`src/rtl/nc_pkg.sv`:
```
// Shared types for the number cruncher: command opcodes and FSM states.
// No logic; imported by nc_alu and number_cruncher_seq.
// Contents: op_t (LOAD/ADD/SUB/SHOW), state_t (IDLE/FETCH/EXEC/WB), CMD_LATENCY.
package nc_pkg;

   typedef enum logic [1:0] {
      OP_LOAD = 2'b00,
      OP_ADD  = 2'b01,
      OP_SUB  = 2'b10,
      OP_SHOW = 2'b11
   } op_t;

   typedef enum logic [1:0] {
      S_IDLE  = 2'b00,
      S_FETCH = 2'b01,
      S_EXEC  = 2'b10,
      S_WB    = 2'b11
   } state_t;

   // Clock edges from command acceptance to the done pulse.
   localparam int CMD_LATENCY = 3;

endpackage

```
`src/rtl/nc_alu.sv`:
```
// Purpose: WIDTH-bit add/subtract with carry/borrow flag, optional saturation.
// Latency: combinational, zero cycles.
// Backpressure: none; pure function of its inputs.
// Ports: a, b operands; sub selects a-b (else a+b); res result; cout carry (add) or borrow (sub).
// Build option: NC_SATURATE_EN clamps to all-ones on carry and to zero on borrow.
module nc_alu #(
   parameter int WIDTH = 4
) (
   input  logic [WIDTH-1:0] a,
   input  logic [WIDTH-1:0] b,
   input  logic             sub,
   output logic [WIDTH-1:0] res,
   output logic             cout
);

   logic [WIDTH:0]   sum;
   logic [WIDTH:0]   diff;
   logic [WIDTH-1:0] raw;

   always_comb begin
      sum  = {1'b0, a} + {1'b0, b};
      // Top bit of the extended difference is set exactly when a < b.
      diff = {1'b0, a} - {1'b0, b};
      cout = sub ? diff[WIDTH] : sum[WIDTH];
      raw  = sub ? diff[WIDTH-1:0] : sum[WIDTH-1:0];
`ifdef NC_SATURATE_EN
      if (cout)
         res = sub ? '0 : '1;
      else
         res = raw;
`else
      res = raw;
`endif
   end

endmodule

```
`src/rtl/number_cruncher_seq.sv`:
```
// Purpose: NREGS x WIDTH register file with LOAD/ADD/SUB/SHOW sequenced by a 4-state FSM.
// Latency: done pulses 3 cycles after accept; a new command can be accepted every 4 cycles.
// Backpressure: cmd_ready high only in IDLE; cmd_valid while busy is dropped, not queued.
// Ports: clk, rst (async, active high); cmd_valid/cmd_ready handshake with cmd_op, cmd_dst,
//        cmd_srca, cmd_srcb, cmd_imm; out_q display register; cout last carry/borrow; done pulse.
// Build option: NC_SATURATE_EN (passed through to nc_alu) selects saturating arithmetic.
module number_cruncher_seq
   import nc_pkg::*;
#(
   parameter  int WIDTH = 4,
   parameter  int NREGS = 4,
   localparam int AW    = $clog2(NREGS)
) (
   input  logic             clk,
   input  logic             rst,
   input  logic             cmd_valid,
   output logic             cmd_ready,
   input  logic [1:0]       cmd_op,
   input  logic [AW-1:0]    cmd_dst,
   input  logic [AW-1:0]    cmd_srca,
   input  logic [AW-1:0]    cmd_srcb,
   input  logic [WIDTH-1:0] cmd_imm,
   output logic [WIDTH-1:0] out_q,
   output logic             cout,
   output logic             done
);

   state_t           state;
   logic [WIDTH-1:0] regs [NREGS];

   // Command latch: cmd_* are free to change once accepted.
   op_t              c_op;
   logic [AW-1:0]    c_dst;
   logic [AW-1:0]    c_srca;
   logic [AW-1:0]    c_srcb;
   logic [WIDTH-1:0] c_imm;

   logic [WIDTH-1:0] op_a;
   logic [WIDTH-1:0] op_b;
   logic [WIDTH-1:0] res_q;
   logic             res_cout;

   logic [WIDTH-1:0] alu_res;
   logic             alu_cout;

   nc_alu #(.WIDTH(WIDTH)) u_alu (
      .a    (op_a),
      .b    (op_b),
      .sub  (c_op == OP_SUB),
      .res  (alu_res),
      .cout (alu_cout)
   );

   always_ff @(posedge clk or posedge rst) begin
      if (rst) begin
         state     <= S_IDLE;
         cmd_ready <= 1'b1;
         done      <= 1'b0;
         out_q     <= '0;
         cout      <= 1'b0;
         c_op      <= OP_LOAD;
         c_dst     <= '0;
         c_srca    <= '0;
         c_srcb    <= '0;
         c_imm     <= '0;
         op_a      <= '0;
         op_b      <= '0;
         res_q     <= '0;
         res_cout  <= 1'b0;
         for (int i = 0; i < NREGS; i++)
            regs[i] <= '0;
      end else begin
         done <= 1'b0;
         case (state)
            S_IDLE: begin
               if (cmd_valid) begin
                  c_op      <= op_t'(cmd_op);
                  c_dst     <= cmd_dst;
                  c_srca    <= cmd_srca;
                  c_srcb    <= cmd_srcb;
                  c_imm     <= cmd_imm;
                  cmd_ready <= 1'b0;
                  state     <= S_FETCH;
               end
            end
            S_FETCH: begin
               // Operands sampled here, so a dst that aliases a source sees the old value.
               op_a  <= regs[c_srca];
               op_b  <= regs[c_srcb];
               state <= S_EXEC;
            end
            S_EXEC: begin
               case (c_op)
                  OP_LOAD: res_q <= c_imm;
                  OP_SHOW: res_q <= op_a;
                  default: res_q <= alu_res;
               endcase
               res_cout <= alu_cout;
               state    <= S_WB;
            end
            S_WB: begin
               case (c_op)
                  OP_LOAD: regs[c_dst] <= res_q;
                  OP_SHOW: out_q       <= res_q;
                  default: begin
                     regs[c_dst] <= res_q;
                     cout        <= res_cout;
                  end
               endcase
               done      <= 1'b1;
               cmd_ready <= 1'b1;
               state     <= S_IDLE;
            end
            default: begin
               cmd_ready <= 1'b1;
               state     <= S_IDLE;
            end
         endcase
      end
   end

endmodule
```
`config.mk`:
```
export PLATFORM = sky130hd
export DESIGN_NAME = number_cruncher_seq
export DESIGN_NICKNAME = d
export VERILOG_FILES = /design/src/rtl/nc_pkg.sv /design/src/rtl/nc_alu.sv /design/src/rtl/number_cruncher_seq.sv
export SDC_FILE = /design/constraint.sdc
export NUM_CORES = 1
export LEC_CHECK = 0
export CORE_UTILIZATION = 57
export CTS_BUF_LIST = sky130_fd_sc_hd__clkbuf_8 sky130_fd_sc_hd__clkbuf_16
export DETAILED_ROUTE_END_ITERATION = 16
export GPL_ROUTABILITY_DRIVEN = 0
export PLACE_DENSITY = 0.89
export SETUP_SLACK_MARGIN = 0.2
export SYNTH_ARGS = -nofsm -noshare
export SYNTH_HDL_FRONTEND = slang
export SYNTH_SLANG_ARGS = --single-unit
```
`constraint.sdc`:
```
create_clock -name clk -period 2.08 [get_ports clk]
set_input_delay 0.416 -clock clk [delete_from_list [all_inputs] [get_ports clk]]
set_output_delay 0.416 -clock clk [all_outputs]
set_load 0.01 [all_outputs]
```
Word-level counts from Yosys, hierarchy flattened
Cells that the tools add are included.
{ "classes": {"addsub": 2, "n_mux": 17, "reduce_logical": 10, "n_eq_ne": 6, "order_cmp": 4, "bitwise": 5} }
{ "ops": {"columns": ["cell", "n"], "rows": [
  ["4-bit 2-to-1 mux", 6],
  ["4-bit binary-select mux with 2-bit select", 2],
  ["16-bit bitwise mux", 1],
  ["2-bit AND reduction", 5],
  ["3-bit >= comparator, second input constant", 3],
  ["2-bit inverter with 3-bit output", 3],
  ["4-bit demux with 2-bit select", 1],
  ["2-bit equality test, second input constant", 4],
  ["2-bit one-hot mux with 4 select lines", 1],
  ["4-bit one-hot mux with 2 select lines", 1],
  ["4-bit by 4-bit adder with 5-bit output", 1],
  ["4-bit by 4-bit subtractor with 5-bit output", 1],
  ["2-bit zero test", 2],
  ["3-bit by 1-bit less-than comparator with 1-bit output, second input constant", 1],
  ["1-bit 2-to-1 mux", 3],
  ["2-bit by 1-bit equality test with 1-bit output, second input constant", 1],
  ["2-bit 2-to-1 mux", 1],
  ["2-bit inequality test, second input constant", 1],
  ["1-bit inverter", 2],
  ["1-bit one-hot mux with 2 select lines", 1],
  ["2-bit nonzero test", 1],
  ["2-bit OR reduction", 1],
  ["1-bit logical AND", 1]
]} }
{ "word_totals": {"output_inout_bits": 7, "wordCells": 62, "input_bits": 15, "register_bits": 50} }

Logic depth before layout (Yosys ltp)
{ "depth": {"ltp_word": 6, "ltp_mapped": 8, "depth_no_buf": 8} }

Hierarchy
From an unflattened synthesis, not the netlist that was laid out.
{ "unflattened": {"hier_cells": 224, "area_unflattened_um2": 2616.3} }
{ "by_module_without_submodules": {"columns": ["mod", "instances", "area_per_inst_um2", "cells_each", "seq_area_each_um2"], "rows": [
  ["number_cruncher_seq", 1, 2297.2, 188, 1252.5],
  ["nc_alu", 1, 319.1, 36, 0.0]
]} }

Least setup slack after synthesis
Ideal clock, no wire load.
{ "synth_path": {"path_kind": "register to register", "from": "reg op_a[0]", "to": "reg res_q[2]", "path_slack_ns": 0.349, "arrival_ns": 1.667, "n_path_buf": 0, "synth_period_minus_slack_ns": 1.731, "path_stages_with_launch": 7, "required_time_ns": 2.016, "setup_time_ns": 0.064, "path_cell_list": "dfrtp_1 > ha_1 > fa_1 > nor2b_1 > or3_1 > a31oi_1 > mux2_2"} }
{ "synth_via": {"elab_chain_len": 3, "elab_cells_between_ends": 4, "classes_between": "add/sub (2); mux (2)"} }
{ "synth_rtl": {"columns": ["item", "line", "rtl"], "rows": [
  ["from (decl)", "number_cruncher_seq.sv:38", "logic [WIDTH-1:0] op_a;"],
  ["from (signal assigned)", "number_cruncher_seq.sv:88", "op_a <= regs[c_srca];"],
  ["4-bit by 4-bit adder with 5-bit output or 4-bit by 4-bit subtractor with 5-bit output (tied branches)", "nc_alu.sv:21, nc_alu.sv:23", null],
  ["4-bit 2-to-1 mux (*)", "nc_alu.sv:25", "raw = sub ? diff[WIDTH-1:0] : sum[WIDTH-1:0];"],
  ["4-bit one-hot mux with 2 select lines (*)", "number_cruncher_seq.sv:93", "case (c_op)"],
  ["to (signal assigned)", "number_cruncher_seq.sv:94", "OP_LOAD: res_q <= c_imm;"],
  ["to (signal assigned)", "number_cruncher_seq.sv:95", "OP_SHOW: res_q <= op_a;"],
  ["to (signal assigned)", "number_cruncher_seq.sv:96", "default: res_q <= alu_res;"],
  ["to (decl)", "number_cruncher_seq.sv:40", "logic [WIDTH-1:0] res_q;"]
]} }
Every way passes the cells marked *; elsewhere a longest branch is shown, timed or not.
A chain may end at the register's enable or synchronous reset.

Worst setup path in the final report
Same ends and word-level chain as after synthesis.

==> results.md <==
* Final WL at 4.63 mm
* Status: finished, final reports clean
* WP buf/inv at 0
* Wire per inst at 17.5 um
* Chip Height at 69.1 um
* TritonCTS Buffers at 5
* Pins Over Slew Limit at 0
* Post-DRT Antenna Nets at 0
* Max-Cap Viols at 0
* Worst slew margin at 60.8%
* Final hold violations at 0
* Met2 routed wirelength at 2.32 mm
* Met1 wire length at 2.10 mm
* TritonCTS clock tree: built
* DIE AREA at 4780 um^2
* Syn nets at 219
* Via/cell ratio at 5.77
* Initial antenna violation count at 0
* WP depth at 6
* Largest net degree at the start of global routing at 51
* Mux contribution to synthesized area at 25.8%
* Max layer used: met4
* Pwr/cell area at 1520 nW/um^2
* Synth Area in Simple Gates at 7.25%
* Met3 wire length at 134 um
* Number of global-route vias before repair at 1702
* Achievable Freq at 539 MHz
* Synth area leaders: dfrtp_1 48%, mux2_2 18%, ha_1 7.3%
* Cell Count, Final, Fillers Out at 264
* CP peak stage delay at 0.41 ns
* R2R Setup Slk at 0.22 ns
* Ys Warns at 0
* Initial DRC count at 89
* Critical-path cell list: ha_2 > fa_1 > nor2b_1 > or3_1 > a31oi_1 > mux2_4
* Clock-pin slew on the worst setup and hold paths at 0.08 ns
* Reg2Reg Depth at 6
* Skew-Pair Late Insertion Delay at 0.30 ns
* First-pass GRT wire length at 8.01 mm
* Drt first pass iters at 4
* CTS Buffer Depth at 2
* Adder-cell share of the synthesized area at 8.86%
* WP data required at 2.32 ns
* CP startpoint kind: flop
* Compound-gate portion of the synthesized area at 6.48%
* # rows at 24
* Top post-synthesis cells by count: 49 x dfrtp_1, 41 x mux2_2, 15 x ha_1, 11 x inv_1, 9 x nand2_1
* Hold buffer count at CTS at 0
* Most frequent cell after synthesis: dfrtp_1
* PortBufs at 21
* Core Box Area at 4350 um^2
* Vias at 1522
* Crit-path slowest cell: dfrtp_1
* CTS H-tree depth at 2
* Clock sinks at 50
* Placed Instances at 255
* Seq cells post-synth at 50
* XOR/XNOR share of the synthesized area at 0%
* Grt ovf at 0
* Mapped cell area at 2570 um^2
* Leakage at 1.31 nW
* Endpoints failing setup at 0
* CP startpoint: op_a[0]
* Top_reg_cell synth: dfrtp_1
* Post-synthesis async set-or-reset flop share at 100%
* Diode count at 0
* Crit path max fanout at 3
* DR DRC count at 0
* Setup crit end kind: flop
* Initial Util at 59.0%
* Root Driver: clkbuf_8
* Sequential area share after synthesis at 48.7%
* Actual slew at the worst max-slew pin at 0.586 ns
* Placed Area at 2830 um^2
* Area grow syn2layout at 14.1%
* I/O pin total at 22
* RSZ-0062 raised after global routing: true
* Worst r2r dst: res_q[2]
* Final TNS setup at 0 ns
* Worst Path Arrival at 2.10 ns
* Detailed Place HPWL at 3.39 mm
* Synth unique cells at 35
* Hold Path Class: primary input to asynchronous set/reset pin
* Final nets at 243
* Area leader, netlist: dfrtp_1
* WS Path Type: flop to flop
* Final core occ at 67.3%
* GRT Overall Usage at 21.4%
* Crit path capture: res_q[2]
* EDFF count, synth at 0
* Die width at 69.1 um
* Syn avg cell area at 13.7 um^2
* Worst Skew at 0.00632 ns
* Largest family of logic cells by synthesized area: multiplexers
* VDD IR-drop max at 0.792 mV
* RR Startpoint: op_a[0]
* Design Area, Final at 2930 um^2
* Yosys top cell area share at 47.7%
* CP top delay family: adder cells
* Post-synthesis cell count at 187
* Fraction of layout cells with a size suffix above 1 at 30.2%
* Final Critical Period at 1.86 ns
* Final period util at 89.3%
how the worst min path moves through the flow:
stage	slack, ns	end	from
after floorplan	0.47	cout	res_cout
after global placement	0.49	cout	res_cout
after CTS	0.49	c_dst[1]	rst
final	0.47	c_dst[0]	rst
after global routing	0.50	c_srca[0]	rst
after detailed placement	0.50	out_q[1]	out_q[1]
layout make-up:
cell class              instances  area [um^2]
clock buffers                   5         68.8
clock inverters                 3         13.8
fillers                       336         1420
inverters                      11         41.3
multi-input cells             120         1250
flip-flops and latches         50         1250
well taps                      52         65.1
repair buffers                 23          238
power breakdown:
| part | total [mW] | internal (mW) | switching, mW |
|---|---|---|---|
| combinational | 2.06 | 1.20 | 0.864 |
| clock | 0.530 | 0.229 | 0.301 |
| sequential | 1.88 | 1.43 | 0.443 |
per-layer routing:
layer,track usage [%],vias to the layer above
met5,0,-
met4,7.26,0
met3,3.51,7
met2,36.1,33
met1,28.3,750
li1,-,732
state kept, by name, summed over array words and instances (netlist names), 4 cells and up:
register,count
regs,16
c_imm,4
op_a,4
op_b,4
out_q,4
res_q,4
cell usage in the layout (no fill, tap or decap), types with 5 or more instances in the layout:
cell type	netlist	routed
mux4_2	5	5
clkbuf_8	0	5
dfrtp_1	49	49
ha_1	15	14
nor2b_1	5	5
mux2_2	41	40
inv_1	11	11
o21ai_0	6	6
nand2_1	9	9
clkdlybuf4s50_1	0	21
a21oi_1	6	6
tightest hold or removal path, cell delays in order:
cell             delay, ns
clkdlybuf4s50_1       0.41
inv_2                 0.07
buf_12                0.25
kinds of logic after synthesis:
family | after synthesis
buffers and inverters | 17
adder cells (fa/ha/maj) | 17
AND/OR/NAND/NOR | 28
multiplexers | 50
flip-flops | 50
AO/OA/AOI/OAI | 25
what timing repair did:
item,CTS,global route
setup buffers,0,1
hold endpoints to repair,0,0
gates resized for setup,0,3
endpoints found under the setup margin,0,2
metrics by stage:
step                hold slack, ns  worst slack, ns  total power, mW
finish                       0.469            0.223             4.47
global route                 0.499            0.159             4.79
CTS                          0.486            0.203             4.47
detailed placement           0.497            0.229             3.92
global placement             0.487            0.289             3.81
floorplan                    0.473            0.349             3.35
Note: power is estimated with default switching activity, not from simulation.
